[src/rtl/float_add_arb.sv]
`default_nettype none
// ============================================================================
// Module   : float_add_arb
// Brief    : Two-requester round-robin front end for a shared pipelined
//            float adder, with in-order tagged result return.
// Revision : 1.0
// ============================================================================
module float_add_arb #(
    parameter int LAT = 3
) (
    input  logic        clk,
    input  logic        rst_n,

    input  logic        req0_valid,
    output logic        req0_ready,
    input  logic [31:0] req0_a,
    input  logic [31:0] req0_b,
    input  logic        req0_sub,

    input  logic        req1_valid,
    output logic        req1_ready,
    input  logic [31:0] req1_a,
    input  logic [31:0] req1_b,
    input  logic        req1_sub,

    output logic [31:0] fa_a,
    output logic [31:0] fa_b,
    input  logic [31:0] fa_s,
    input  logic        fa_ovf,

    output logic        rsp0_valid,
    output logic        rsp1_valid,
    output logic [31:0] rsp_s,
    output logic        rsp_ovf,
    output logic        busy
);

    // r_prio = 1 means requester 1 wins a tie
    logic        r_prio;
    logic        w_gnt0;
    logic        w_gnt1;
    logic        w_acc;
    logic [31:0] w_acc_a;
    logic [31:0] w_acc_b;

    logic [31:0] r_fa_a;
    logic [31:0] r_fa_b;
    logic [LAT:0] r_tag_v;
    logic [LAT:0] r_tag_id;

    logic        r_rsp0_v;
    logic        r_rsp1_v;
    logic [31:0] r_rsp_s;
    logic        r_rsp_ovf;

    // Grants are gated by rst_n so nothing is handed out while in reset
    assign w_gnt0  = rst_n & req0_valid & (~req1_valid | ~r_prio);
    assign w_gnt1  = rst_n & req1_valid & (~req0_valid |  r_prio);
    assign w_acc   = w_gnt0 | w_gnt1;
    assign w_acc_a = w_gnt1 ? req1_a : req0_a;
    assign w_acc_b = w_gnt1 ? {req1_b[31] ^ req1_sub, req1_b[30:0]}
                            : {req0_b[31] ^ req0_sub, req0_b[30:0]};

    assign req0_ready = w_gnt0;
    assign req1_ready = w_gnt1;

    always_ff @(posedge clk or negedge rst_n) begin
        if (!rst_n) begin
            r_prio <= 1'b0;
            r_fa_a <= 32'd0;
            r_fa_b <= 32'd0;
        end else if (w_acc) begin
            r_prio <= w_gnt0;
            r_fa_a <= w_acc_a;
            r_fa_b <= w_acc_b;
        end
    end

    // Tag stage LAT lines up with the adder result appearing on fa_s
    always_ff @(posedge clk or negedge rst_n) begin
        if (!rst_n) begin
            r_tag_v  <= '0;
            r_tag_id <= '0;
        end else begin
            r_tag_v  <= {r_tag_v[LAT-1:0],  w_acc};
            r_tag_id <= {r_tag_id[LAT-1:0], w_gnt1};
        end
    end

    always_ff @(posedge clk or negedge rst_n) begin
        if (!rst_n) begin
            r_rsp0_v  <= 1'b0;
            r_rsp1_v  <= 1'b0;
            r_rsp_s   <= 32'd0;
            r_rsp_ovf <= 1'b0;
        end else begin
            r_rsp0_v <= r_tag_v[LAT] & ~r_tag_id[LAT];
            r_rsp1_v <= r_tag_v[LAT] &  r_tag_id[LAT];
            if (r_tag_v[LAT]) begin
                r_rsp_s   <= fa_s;
                r_rsp_ovf <= fa_ovf;
            end
        end
    end

    assign fa_a       = r_fa_a;
    assign fa_b       = r_fa_b;
    assign rsp0_valid = r_rsp0_v;
    assign rsp1_valid = r_rsp1_v;
    assign rsp_s      = r_rsp_s;
    assign rsp_ovf    = r_rsp_ovf;
    assign busy       = |r_tag_v;

endmodule
`default_nettype wire

[config.mk]
export PLATFORM = sky130hd
export DESIGN_NAME = float_add_arb
export DESIGN_NICKNAME = d
export VERILOG_FILES = /design/src/rtl/float_add_arb.sv
export SDC_FILE = /design/constraint.sdc
export NUM_CORES = 1
export LEC_CHECK = 0
export ABC_AREA = 1
export CORE_UTILIZATION = 25
export CTS_CLUSTER_DIAMETER = 80
export DETAILED_ROUTE_END_ITERATION = 12
export GPL_ROUTABILITY_DRIVEN = 1
export REMOVE_ABC_BUFFERS = 1
export SYNTH_ARGS = -nofsm -noshare
export SYNTH_HDL_FRONTEND = slang
export SYNTH_SLANG_ARGS = --single-unit
[constraint.sdc]
create_clock -name clk -period 1.18 [get_ports clk]
set_clock_uncertainty 0.15 [all_clocks]
set_input_delay 0.236 -clock clk [delete_from_list [all_inputs] [get_ports clk]]
set_output_delay 0.236 -clock clk [all_outputs]
set_load 0.005 [all_outputs]
==> flow_summary.rst <==
.. list-table::
   :header-rows: 1

   * - Metric
     - Value
   * - Post-Syn Area
     - 0.00517 mm²
   * - Final worst-path cycle share
     - 121%
   * - Number of buffers on the longest clock path
     - 2
   * - Syn avg cell area
     - 7.83 µm²
   * - Power per standard cell area
     - ~1200 mW/mm²
   * - Die Area
     - 0.0213 mm²
   * - Routed via count divided by cell count
     - around 4.3
   * - Final WS setup
     - -0.250 ns
   * - Clock buffer count from CTS
     - 9
   * - Pin slew with the least headroom to its limit
     - 0.895 ns
   * - Proportion of netlist area held by the largest area contributor
     - 52.2%
   * - Antenna-violating nets left
     - 0
   * - Port Buffers
     - 268
   * - Crit path arrival time
     - 1.04 ns
   * - I/O pin total
     - 269
   * - Power share of the sequential group
     - 41.3%
   * - Area Growth Syn to Fin
     - 79.0%
   * - Cell chain of the critical path
     - inv_2, a21oi_2, buf_2
   * - Count of routing violations after the opening detailed-route iteration
     - approximately 130
   * - Capture point of the worst path
     - req1_ready
   * - Number of warnings printed during yosys synthesis
     - 0
   * - Run status
     - finished with violations
   * - Residual DRC count
     - 0
   * - Clk root buf
     - clkbuf_16
   * - Final Routed Wirelength
     - 19100 µm
   * - Post-DR wirelength/cell
     - 15.0 µm
   * - Fraction of synthesis flops using an asynchronous set or reset pin
     - 100%
   * - Number of setup violations in the final report
     - 199
   * - Maximum fanout encountered on the critical timing path
     - 3
   * - Violated checks
     - setup timing
   * - Estimated wirelength of the detail-placed design
     - around 13000 µm
   * - All-layer global routing usage
     - around 18%
   * - CP Launch Type
     - flop
   * - Rel. slew slack
     - 40.3%
   * - PnR Total Power
     - about 11 mW
   * - Pin count of the biggest net entering global routing
     - 70
   * - Clock period minus worst slack
     - roughly 1.4 ns
   * - Detailed-routing iteration count for the pre-antenna-repair pass
     - 6
   * - Critical-path top delay cell
     - dfrtp_1
   * - Number of rows created at floorplan
     - 52
   * - Switching power as a share of total power
     - 29.2%
   * - Core Region
     - 0.0202 mm²
   * - Final estimated routing congestion in global placement
     - 0.810
   * - Flop2flop setup slack
     - -0.25 ns
   * - Part of the Yosys area used for sequential elements
     - 52.2%
   * - Vias after detailed routing
     - 5493
   * - X dimension of the die
     - between 100 and 150 µm
   * - CTS tree
     - done
   * - Cell-internal power
     - 7.66 mW
   * - Number of antenna diodes
     - 0
   * - Net count, final
     - 1171
   * - Cell types with the highest counts after synthesis
     - nand2_1 (305), dfrtp_1 (108), inv_1 (72)
   * - Number of distinct library cells after synthesis
     - 18
   * - Largest vdd supply drop
     - 0.599 mV
   * - Crit-path max cell delay
     - 0.37 ns
   * - Chip Height
     - 146 µm
   * - Reg2Reg Capture Point
     - r_prio
   * - Number of violations of the max-capacitance limit
     - 0
   * - Cell taking the most area after synthesis
     - dfrtp_1
   * - Startpoint-to-endpoint class of the critical path
     - flop to primary output
   * - Num Clock Sinks
     - 108
   * - Setup repair after global routing missed its margin
     - true
   * - Number of placed cells counting well taps
     - roughly 1200
   * - First-pass GRT wire length
     - 29800 µm
   * - Max Clk Rate
     - 699 MHz
   * - Count of non-filler cells in the finished layout
     - 1278
   * - Register bit total from synthesis
     - 108
   * - Gate count after technology mapping
     - 661
   * - Flip-flop cell with the highest count after synthesis
     - dfrtp_1
   * - Path category of the worst min-delay check
     - input pin to asynchronous set/reset pin
   * - Top-count cell post-synth
     - nand2_1
   * - Part of the total power dissipated in the clock network
     - 28.6%
   * - Overflow after GRT
     - 0
   * - Clock H-tree levels
     - 3
   * - Clock transition at path regs
     - 0.08 ns
   * - Count of flip-flops with a built-in enable after synthesis
     - 0
   * - Element type at the critical path end
     - primary output
   * - Critical Path Start
     - r_prio
   * - Most area-consuming cells after synthesis
     - dfrtp_1 (52%), nand2_1 (22%), nand3b_1 (9.0%)
   * - Combinational share of power
     - 30.1%
   * - Required time of the critical path
     - 0.79 ns
   * - Initial antenna violation count
     - 0
   * - Clock Latency Late Sink
     - 0.35 ns
   * - Fraction of final layout cells sized beyond drive strength 1
     - between 30% and 40%
   * - Switching Power
     - 3.16 mW
   * - Via count of the first global-routing pass
     - 5538
   * - Starting utilization of the core area
     - between 20% and 30%
   * - Depth of the most critical reg-to-reg path
     - 8
   * - Static power due to leakage
     - 4.88 nW
   * - R2r startpoint
     - r_prio
   * - Final hold violation count
     - 0
   * - Final count of pins violating max slew
     - 0
[power groups by stage]
| stage | Combinational [mW] | Clock [mW] | Sequential, mW |
|---|---|---|---|
| final | 3.26 | 3.10 | 4.47 |
| after global routing | 3.58 | 3.36 | 4.52 |
| after detailed placement | 3.03 | 0 | 4.53 |
| after floorplan | 0.811 | 0 | 4.57 |
| after global placement | 3.02 | 0 | 4.53 |
| after CTS | 3.02 | 3.24 | 4.46 |
[through the flow]
stage	utilization (%)	setup TNS, ns	area [µm²]	worst slack (ns)	hold WS, ns
floorplan	-	-118.47	4960	-1.41	-0.210
global placement	41.5	-60.50	8390	-0.677	0.182
detailed placement	41.5	-62.88	8390	-0.700	0.186
CTS	43.9	-27.30	8880	-0.278	0.0411
global route	45.8	-30.97	9260	-0.314	0.0947
finish	45.8	-20.32	9260	-0.250	0.00859
[worst max-delay path: cells and delay by family (launching register included)]
| kind | cells | cell delay [ns] |
|---|---|---|
| buf+inv | 2 | 0.20 |
| flops | 1 | 0.37 |
| compound gates | 1 | 0.13 |
[sequential cells by signal, summed over array words and instances (netlist names)]
| name | cells |
|---|---|
| fa_a | 32 |
| fa_b | 32 |
| r_prio | 1 |
| r_tag_id | 4 |
| r_tag_v | 4 |
| rsp0_valid | 1 |
| rsp1_valid | 1 |
| rsp_ovf | 1 |
| rsp_s | 32 |
[kinds of logic after synthesis]
kind of cell           synth area share (%)
AOI/OAI and AO/OA                     0.193
buffers and inverters                  9.51
DFF                                    52.2
and+or+nand+nor                        38.1
[layout make-up]
cell class,instances,area (µm²)
well taps,270,338
fillers,2009,11000
repair buffers,370,3260
clock inverters,6,73.8
inverters,75,318
multi-input cells,440,2340
clock buffers,9,225
flip-flops and latches,108,2700
[what timing repair did]
action / CTS / global route
pin swaps: 16 / 14
hold buffers: 1 / 0
endpoints found under the hold margin: 39 / 0
gates resized for setup: 471 / 84
buffers inserted: 28 / 33
cloned: 9 / 1
endpoints found under the setup margin: 202 / 241
[how the worst min path moves through the flow]
stage / to / slack [ns] / cells after the start
finish: fa_a[19] / 0.009 / 2
global route: r_tag_id[0] / 0.09 / 2
CTS: r_tag_id[0] / 0.04 / 2
detailed placement: r_tag_id[3] / 0.19 / 0
global placement: r_tag_id[1] / 0.18 / 0
floorplan: fa_a[0] / -0.21 / 0
[metal layers]
| metal | share of wire, % | routed length [µm] | GRT usage [%] | up-vias |
|---|---|---|---|---|
| met1 | 43 | 8180 | 22.4 | 2549 |
| li1 | - | - | - | 2710 |
| met2 | 47 | 9050 | 29.2 | 213 |
| met5 | 0 | 0 | 0 | - |
| met4 | 1.8 | 338 | 6.32 | 0 |
| met3 | 8.1 | 1550 | 5.33 | 21 |
[layout by cell type, fill, tap and decap left out, types with 11 or more instances in the layout]
cell             netlist  final
buf_2                 27    101
buf_12                 0     11
nand2_2                1     41
nand3_2                0     16
dfrtp_1              108    108
nand2_1              305    243
nand2_4                1     21
buf_4                  7     74
clkdlybuf4s50_1        0    163
inv_1                 72     71
nand3_1               63     47
nand3b_1              62     62
Power figures use the tool's default switching activity.
